==> src/rtl/operand_fetch_pkg.sv <==
// Shared constants for the operand fetch stage and its scoreboard.
package operand_fetch_pkg;

    localparam int DW    = 32;        // operand / register data width
    localparam int AW    = 5;         // register address width
    localparam int NREGS = 1 << AW;   // architectural register count
    localparam int SCW   = 16;        // stall counter width

    // Register 0 is hardwired to zero and is never tracked as in flight.
    localparam logic [AW-1:0] REG_ZERO = '0;

    function automatic logic is_nonzero(input logic [AW-1:0] r);
        return r != REG_ZERO;
    endfunction

endpackage

==> src/rtl/operand_fetch_if.sv <==
// Bus bundle around operand_fetch: decode side, register file read and
// writeback taps, flush, execute side and the stall counter.
interface operand_fetch_if
    import operand_fetch_pkg::*;
();

    logic           in_valid;
    logic           in_ready;
    logic [AW-1:0]  in_raA;
    logic [AW-1:0]  in_raB;
    logic           in_useA;
    logic           in_useB;
    logic [AW-1:0]  in_wa;
    logic           in_wen;
    logic [AW-1:0]  rf_raA;
    logic [AW-1:0]  rf_raB;
    logic [DW-1:0]  rf_rdA;
    logic [DW-1:0]  rf_rdB;
    logic           wb_wen;
    logic [AW-1:0]  wb_wa;
    logic           flush;
    logic           out_valid;
    logic           out_ready;
    logic [DW-1:0]  out_opA;
    logic [DW-1:0]  out_opB;
    logic [AW-1:0]  out_wa;
    logic           out_wen;
    logic [SCW-1:0] stall_cnt;

    // View of the operand fetch block itself.
    modport slave (
        input  in_valid, in_raA, in_raB, in_useA, in_useB, in_wa, in_wen,
        input  rf_rdA, rf_rdB, wb_wen, wb_wa, flush, out_ready,
        output in_ready, rf_raA, rf_raB,
        output out_valid, out_opA, out_opB, out_wa, out_wen, stall_cnt
    );

    // View of the surroundings: decode, register file, writeback and execute.
    modport master (
        output in_valid, in_raA, in_raB, in_useA, in_useB, in_wa, in_wen,
        output rf_rdA, rf_rdB, wb_wen, wb_wa, flush, out_ready,
        input  in_ready, rf_raA, rf_raB,
        input  out_valid, out_opA, out_opB, out_wa, out_wen, stall_cnt
    );

endinterface

==> src/rtl/operand_fetch_sb.sv <==
// In-flight destination scoreboard. One pending bit per register; a
// writeback clear in the current cycle already hides the bit on the
// busy outputs. A set and a clear of the same register in one cycle
// leave the bit set, because the new writer is still outstanding.
module sb_scoreboard
    import operand_fetch_pkg::*;
(
    input  logic          clock,
    input  logic          reset,
    input  logic          set_en,
    input  logic [AW-1:0] set_addr,
    input  logic          clr_en,
    input  logic [AW-1:0] clr_addr,
    input  logic [AW-1:0] rd_addr_a,
    input  logic [AW-1:0] rd_addr_b,
    input  logic [AW-1:0] chk_addr,
    output logic          busy_a,
    output logic          busy_b,
    output logic          busy_chk
);

    logic [NREGS-1:0] pending_q;
    logic [NREGS-1:0] pending_d;
    logic [NREGS-1:0] clr_vec;

    genvar gi;
    generate
        for (gi = 0; gi < NREGS; gi++) begin : g_bit
            assign clr_vec[gi] = clr_en && (clr_addr == AW'(gi));
            if (gi == 0) begin : g_zero
                assign pending_d[gi] = 1'b0;
            end else begin : g_reg
                assign pending_d[gi] = (set_en && (set_addr == AW'(gi)))
                                     | (pending_q[gi] & ~clr_vec[gi]);
            end
        end
    endgenerate

    assign busy_a   = pending_q[rd_addr_a] & ~clr_vec[rd_addr_a];
    assign busy_b   = pending_q[rd_addr_b] & ~clr_vec[rd_addr_b];
    assign busy_chk = pending_q[chk_addr]  & ~clr_vec[chk_addr];

    // Pending bits update once per cycle from the set/clear next-state vector.
    always_ff @(posedge clock or negedge reset) begin
        if (!reset) begin
            pending_q <= '0;
        end else begin
            pending_q <= pending_d;
        end
    end

endmodule

==> src/rtl/operand_fetch.sv <==
// Operand fetch: drives register file read addresses, stalls on RAW/WAW
// hazards against in-flight destinations, registers operands into a
// valid/ready output stage and counts hazard stall cycles.
module operand_fetch
    import operand_fetch_pkg::*;
(
    input  logic           clock,
    input  logic           reset,
    operand_fetch_if.slave bus
);

    logic           busy_a;
    logic           busy_b;
    logic           busy_dest;
    logic           hazard;
    logic           ready;
    logic           accept;
    logic           set_en;
    logic [DW-1:0]  op_a_d;
    logic [DW-1:0]  op_b_d;

    logic           out_valid_q;
    logic [DW-1:0]  out_opa_q;
    logic [DW-1:0]  out_opb_q;
    logic [AW-1:0]  out_wa_q;
    logic           out_wen_q;
    logic [SCW-1:0] stall_cnt_q;

    // Register file writes on the falling edge, so the read data seen at the
    // capturing rising edge already includes a same-cycle writeback.
    assign bus.rf_raA = bus.in_raA;
    assign bus.rf_raB = bus.in_raB;

    assign set_en = accept && bus.in_wen && is_nonzero(bus.in_wa);

    sb_scoreboard u_sb (
        .clock     (clock),
        .reset     (reset),
        .set_en    (set_en),
        .set_addr  (bus.in_wa),
        .clr_en    (bus.wb_wen),
        .clr_addr  (bus.wb_wa),
        .rd_addr_a (bus.in_raA),
        .rd_addr_b (bus.in_raB),
        .chk_addr  (bus.in_wa),
        .busy_a    (busy_a),
        .busy_b    (busy_b),
        .busy_chk  (busy_dest)
    );

    assign hazard = (bus.in_useA && busy_a)
                  | (bus.in_useB && busy_b)
                  | (bus.in_wen && is_nonzero(bus.in_wa) && busy_dest);
    assign ready  = !hazard && (!out_valid_q || bus.out_ready) && !bus.flush;
    assign accept = bus.in_valid && ready;
    assign bus.in_ready = ready;

    // Operand select: unused sources and register 0 read as zero.
    always_comb begin
        op_a_d = '0;
        op_b_d = '0;
        if (bus.in_useA && is_nonzero(bus.in_raA)) begin
            op_a_d = bus.rf_rdA;
        end
        if (bus.in_useB && is_nonzero(bus.in_raB)) begin
            op_b_d = bus.rf_rdB;
        end
    end

    // Output stage: load on accept, drain on consume or flush, otherwise hold.
    always_ff @(posedge clock or negedge reset) begin
        if (!reset) begin
            out_valid_q <= 1'b0;
            out_opa_q   <= '0;
            out_opb_q   <= '0;
            out_wa_q    <= '0;
            out_wen_q   <= 1'b0;
        end else if (accept) begin
            out_valid_q <= 1'b1;
            out_opa_q   <= op_a_d;
            out_opb_q   <= op_b_d;
            out_wa_q    <= bus.in_wa;
            out_wen_q   <= bus.in_wen;
        end else if (bus.flush || bus.out_ready) begin
            out_valid_q <= 1'b0;
        end
    end

    // Saturating count of cycles where a presented instruction is hazard-blocked.
    always_ff @(posedge clock or negedge reset) begin
        if (!reset) begin
            stall_cnt_q <= '0;
        end else if (bus.in_valid && hazard && (stall_cnt_q != {SCW{1'b1}})) begin
            stall_cnt_q <= stall_cnt_q + SCW'(1);
        end
    end

    assign bus.out_valid = out_valid_q;
    assign bus.out_opA   = out_opa_q;
    assign bus.out_opB   = out_opb_q;
    assign bus.out_wa    = out_wa_q;
    assign bus.out_wen   = out_wen_q;
    assign bus.stall_cnt = stall_cnt_q;

endmodule

==> src/flat_wrapper.sv <==
// flat-port wrapper written by rule: the top's interface ports become plain ports
module operand_fetch_flat import operand_fetch_pkg::*;
  (clock, reset, bus_in_valid, bus_in_raA, bus_in_raB, bus_in_useA, bus_in_useB, bus_in_wa, bus_in_wen, bus_rf_rdA, bus_rf_rdB, bus_wb_wen, bus_wb_wa, bus_flush, bus_out_ready, bus_in_ready, bus_rf_raA, bus_rf_raB, bus_out_valid, bus_out_opA, bus_out_opB, bus_out_wa, bus_out_wen, bus_stall_cnt);
  operand_fetch_if bus_i ();
  input  logic clock;
  input  logic reset;
  input wire logic [$bits(bus_i.in_valid)-1:0] bus_in_valid;
  input wire logic [$bits(bus_i.in_raA)-1:0] bus_in_raA;
  input wire logic [$bits(bus_i.in_raB)-1:0] bus_in_raB;
  input wire logic [$bits(bus_i.in_useA)-1:0] bus_in_useA;
  input wire logic [$bits(bus_i.in_useB)-1:0] bus_in_useB;
  input wire logic [$bits(bus_i.in_wa)-1:0] bus_in_wa;
  input wire logic [$bits(bus_i.in_wen)-1:0] bus_in_wen;
  input wire logic [$bits(bus_i.rf_rdA)-1:0] bus_rf_rdA;
  input wire logic [$bits(bus_i.rf_rdB)-1:0] bus_rf_rdB;
  input wire logic [$bits(bus_i.wb_wen)-1:0] bus_wb_wen;
  input wire logic [$bits(bus_i.wb_wa)-1:0] bus_wb_wa;
  input wire logic [$bits(bus_i.flush)-1:0] bus_flush;
  input wire logic [$bits(bus_i.out_ready)-1:0] bus_out_ready;
  output wire logic [$bits(bus_i.in_ready)-1:0] bus_in_ready;
  output wire logic [$bits(bus_i.rf_raA)-1:0] bus_rf_raA;
  output wire logic [$bits(bus_i.rf_raB)-1:0] bus_rf_raB;
  output wire logic [$bits(bus_i.out_valid)-1:0] bus_out_valid;
  output wire logic [$bits(bus_i.out_opA)-1:0] bus_out_opA;
  output wire logic [$bits(bus_i.out_opB)-1:0] bus_out_opB;
  output wire logic [$bits(bus_i.out_wa)-1:0] bus_out_wa;
  output wire logic [$bits(bus_i.out_wen)-1:0] bus_out_wen;
  output wire logic [$bits(bus_i.stall_cnt)-1:0] bus_stall_cnt;
  assign bus_i.in_valid = bus_in_valid;
  assign bus_i.in_raA = bus_in_raA;
  assign bus_i.in_raB = bus_in_raB;
  assign bus_i.in_useA = bus_in_useA;
  assign bus_i.in_useB = bus_in_useB;
  assign bus_i.in_wa = bus_in_wa;
  assign bus_i.in_wen = bus_in_wen;
  assign bus_i.rf_rdA = bus_rf_rdA;
  assign bus_i.rf_rdB = bus_rf_rdB;
  assign bus_i.wb_wen = bus_wb_wen;
  assign bus_i.wb_wa = bus_wb_wa;
  assign bus_i.flush = bus_flush;
  assign bus_i.out_ready = bus_out_ready;
  assign bus_in_ready = bus_i.in_ready;
  assign bus_rf_raA = bus_i.rf_raA;
  assign bus_rf_raB = bus_i.rf_raB;
  assign bus_out_valid = bus_i.out_valid;
  assign bus_out_opA = bus_i.out_opA;
  assign bus_out_opB = bus_i.out_opB;
  assign bus_out_wa = bus_i.out_wa;
  assign bus_out_wen = bus_i.out_wen;
  assign bus_stall_cnt = bus_i.stall_cnt;
  operand_fetch u_core (.clock(clock), .reset(reset), .bus(bus_i));
endmodule
==> config.mk <==
export PLATFORM = sky130hd
export DESIGN_NAME = operand_fetch_flat
export DESIGN_NICKNAME = d
export VERILOG_FILES = /design/src/rtl/operand_fetch_pkg.sv /design/src/rtl/operand_fetch_if.sv /design/src/rtl/operand_fetch_sb.sv /design/src/rtl/operand_fetch.sv /design/src/flat_wrapper.sv
export SDC_FILE = /design/constraint.sdc
export NUM_CORES = 1
export LEC_CHECK = 0
export ABC_AREA = 0
export CAP_MARGIN = 20
export CORE_MARGIN = 2
export CORE_UTILIZATION = 51
export DETAILED_ROUTE_END_ITERATION = 10
export PLACE_DENSITY = 0.86
export RECOVER_POWER = 100
export SLEW_MARGIN = 20
export SYNTH_ARGS = -nofsm -noshare
export SYNTH_HDL_FRONTEND = slang
export SYNTH_SLANG_ARGS = --single-unit
==> constraint.sdc <==
create_clock -name clock -period 10.5 [get_ports clock]
set_clock_uncertainty 0.2 [all_clocks]
set_input_delay 2.625 -clock clock [delete_from_list [all_inputs] [get_ports clock]]
set_output_delay 2.625 -clock clock [all_outputs]
set_load 0.02 [all_outputs]
==> out/qor.yml <==
final_common_cell: "nand2_1"
hold_depth: 2
pin_count: 191
drt-pass1-iter-count: 5
gr-total-overflow: 0
syn_to_final_growth_pct: 39.0
worstSetupStartpoint: "bus_in_raA[0]"
die_area_sq_um: 13300
grt_pass1_wl_um: 30700
critPathMaxFanout: 14
diodes: 0
ant_nets: 0
numCtsBuffers: 17
intPower_mw: 1.15
grt_usage: 0.306
critical-path-slowest-cell: "dlygate4sd3_1"
drtIter0Drc: 416
final_cell_mix: "nand2_1 (162), dfrtp_1 (118), dlygate4sd3_1 (99)"
start_util: 0.525
slowest_delay_ps: 1060
synth_area_leaders: "dfrtp_1 (47%), nand2_1 (9.6%), mux4_2 (5.7%)"
p_leak_nw: 3.87
htreeDepth: 4
cp_num_cells: 9
cts_sinks: 118
post_drt_wl_per_cell_um: 19.5
p_sw_frac: 0.291
synth_top_area_frac: 0.466
cp.arrival_ps: 6320
grt_pass1_vias: 5818
finalCriticalPeriod_ps: 9140
coreArea_sq_um: 12100
min_from: "u_core.bus.out_opA[6]"
clock_latency_ps: 410
synth_largest_area_cell: "dfrtp_1"
cts-root-buf: "clkbuf_16"
rsz0062_at_grt: "no"
antenna_found_initial: 0
critPathLaunchType: "input pin"
yosys_warnings: 0
max_slew_margin: -1.27
p_seq_frac: 0.358
fillers: 838
grt_max_degree: 111
setup_tns_ps: 0
peakVddDrop_mv: 0.141
clkTransAtPathRegs_ps: 50
final-setup-viol-count: 0
io_buffers: 190
cts_tree: "built"
crit_buf_inv: 2
synth_area_per_cell_sq_um: 9.72
end_kind: "output port"
critical_path_class: "in -> out"
maxCapViolations: 4
place.gp.congestion: 0.943
violations: "max-capacitance violations, max-slew violations"
synth-edff-count: 0
cts_buffer_depth: 2
final_cell_count_no_fill: 986
path_cells: "dlygate4sd3_1, mux4_2, and2_1, a211oi_1, a211oi_1, a2111oi_4, nand2_1, nor3_1, dlygate4sd3_1"
switching_power_mw: 0.472
combPwrFrac: 0.243
layout-drive-gt1-share: 0.0856
gr-usage-met2: 0.476
viasPerCell: 5.76
dr_total_vias: 5682
reg2reg_from: "u_core.u_sb.pending_q[25]"
power.density_nw_per_um2: 184
hold_path.class: "reg -> reg"
use_met1: 0.383
nets: 901
critPathRequiredTime_ps: 7680
fmax_ghz: 0.109
placed_cells: 956
synthesis.nets: 746
cts_hold_buf: 0
hold_viol: 0
die_height_um: 115
synthCells: 652
async_flop_share: 1.00
ys.flop_type: "dfrtp_1"
cts_resized: 0
worst_pin_slew_ps: 3400
hpwl_um: 13700
synth_cell_type_count: 66
grtUsageMet3: 0.130
critical_path.top_delay_family: "buffers and inverters"
netlist_area_sq_um: 6340
drcViolationCount: 0
grt-busiest-layer: "met2"
reg2reg_depth: 8
post-cts-setup-buffers: 0
pwr-share-clk: 0.399
synth_seq_cells: 118
fp.dieW_um: 115
drt_wl_total_um: 19300
status: "complete, but fails checks"
finalCritPeriodShare: 0.871
rows: 40
ys_seq_area_frac: 0.466
slew_viol_final: 238
power by group through the flow:
stage / logic [mW] / registers [mW] / clock network [mW]
3_3_place_gp: 0.413 / 0.584 / 0
6_report: 0.393 / 0.581 / 0.647
2_1_floorplan: 0.140 / 0.651 / 0
5_1_grt: 0.427 / 0.590 / 0.674
4_1_cts: 0.424 / 0.582 / 0.652
3_5_place_dp: 0.419 / 0.588 / 0
tightest hold or removal path, delay by kind of cell, from the launching register on:
kind	cells	cell delay, ps
AOI/OAI and AO/OA	1	60
DFF	1	330
and+or+nand+nor	1	40
area by class of cell:
type	instances	area [sq um]	share of cell area
repair buffers	195	1930	0.219
inverters	6	22.5	0.00256
well taps	168	210	0.0239
flip-flops and latches	118	2950	0.335
clock inverters	7	168	0.0190
clock buffers	23	488	0.0554
multi-input cells	469	3040	0.345
flip-flops by register name (all words and copies together), names as in the netlist:
| register | count |
|---|---|
| u_core.bus.out_opA | 32 |
| u_core.bus.out_opB | 32 |
| u_core.bus.out_valid | 1 |
| u_core.bus.out_wa | 5 |
| u_core.bus.out_wen | 1 |
| u_core.bus.stall_cnt | 16 |
| u_core.u_sb.pending_q | 31 |
kinds of logic (layout without fill, tap and decap cells):
logic type / after synthesis / in the layout / synth area share
and+or+nand+nor: 250 / 250 / 0.191
xor gates and xnor gates: 24 / 24 / 0.0344
adders and majority gates: 1 / 1 / 0.00197
DFF: 118 / 118 / 0.466
AOI/OAI and AO/OA: 156 / 156 / 0.163
muxes: 38 / 38 / 0.0938
buffers and inverters: 65 / 231 / 0.0496
worst paths after layout:
| check | to | slack, ps |
|---|---|---|
| setup / recovery | bus_in_ready | 1360 |
| min in group asynchronous | u_core.bus.out_opA[10] | 2930 |
| setup reg to reg | u_core.u_sb.pending_q[20] | 5190 |
| hold reg to reg | u_core.bus.out_opA[6] | 270 |
| hold / removal | u_core.bus.out_opA[6] | 270 |
| max in group asynchronous | u_core.bus.stall_cnt[13] | 2840 |
synth_stat cells, types with 2 or more instances:
cell       instances
nand3_1           10
o21a_1             2
nand4b_1           4
and3_1             5
inv_1              6
o21ai_1           21
nand2b_1           6
or3b_1             2
a21oi_1            8
buf_2             17
nor2_2             3
nor2_1            11
and4bb_2           2
and2_1             2
a21bo_2            8
a211oi_1           8
nand2_1          162
nor2b_1            5
clkbuf_1          30
dfrtp_1          118
nor3_1             6
mux2_1             5
xnor2_1           19
nand4_1           12
o31ai_1            9
o21ai_0           59
a31oi_1            4
a22o_1            18
xor2_1             4
a32oi_1            2
mux2i_1           11
nor3b_1            3
nand3b_1           4
mux2_2             6
o2111ai_1          2
mux4_2            16
buf_4             11
o311ai_0           2
and3b_1            2
through the flow:
| stage | hold WS (ps) | power, mW | setup slack, ps | utilization | area [sq um] |
|---|---|---|---|---|---|
| floorplan | 295 | 0.790 | 2920 | - | 6340 |
| global placement | 261 | 0.997 | 1380 | 0.680 | 8200 |
| detailed placement | 273 | 1.01 | 1290 | 0.680 | 8200 |
| CTS | 282 | 1.66 | 1270 | 0.734 | 8850 |
| global route | 297 | 1.69 | 1060 | 0.730 | 8810 |
| finish | 272 | 1.62 | 1360 | 0.730 | 8810 |
per-layer routing:
metal	wire, um	up-vias
met2	9140	270
li1	-	2619
met3	2120	46
met1	7470	2747
met5	0	-
met4	545	0
(Power assumes the default switching activity.)
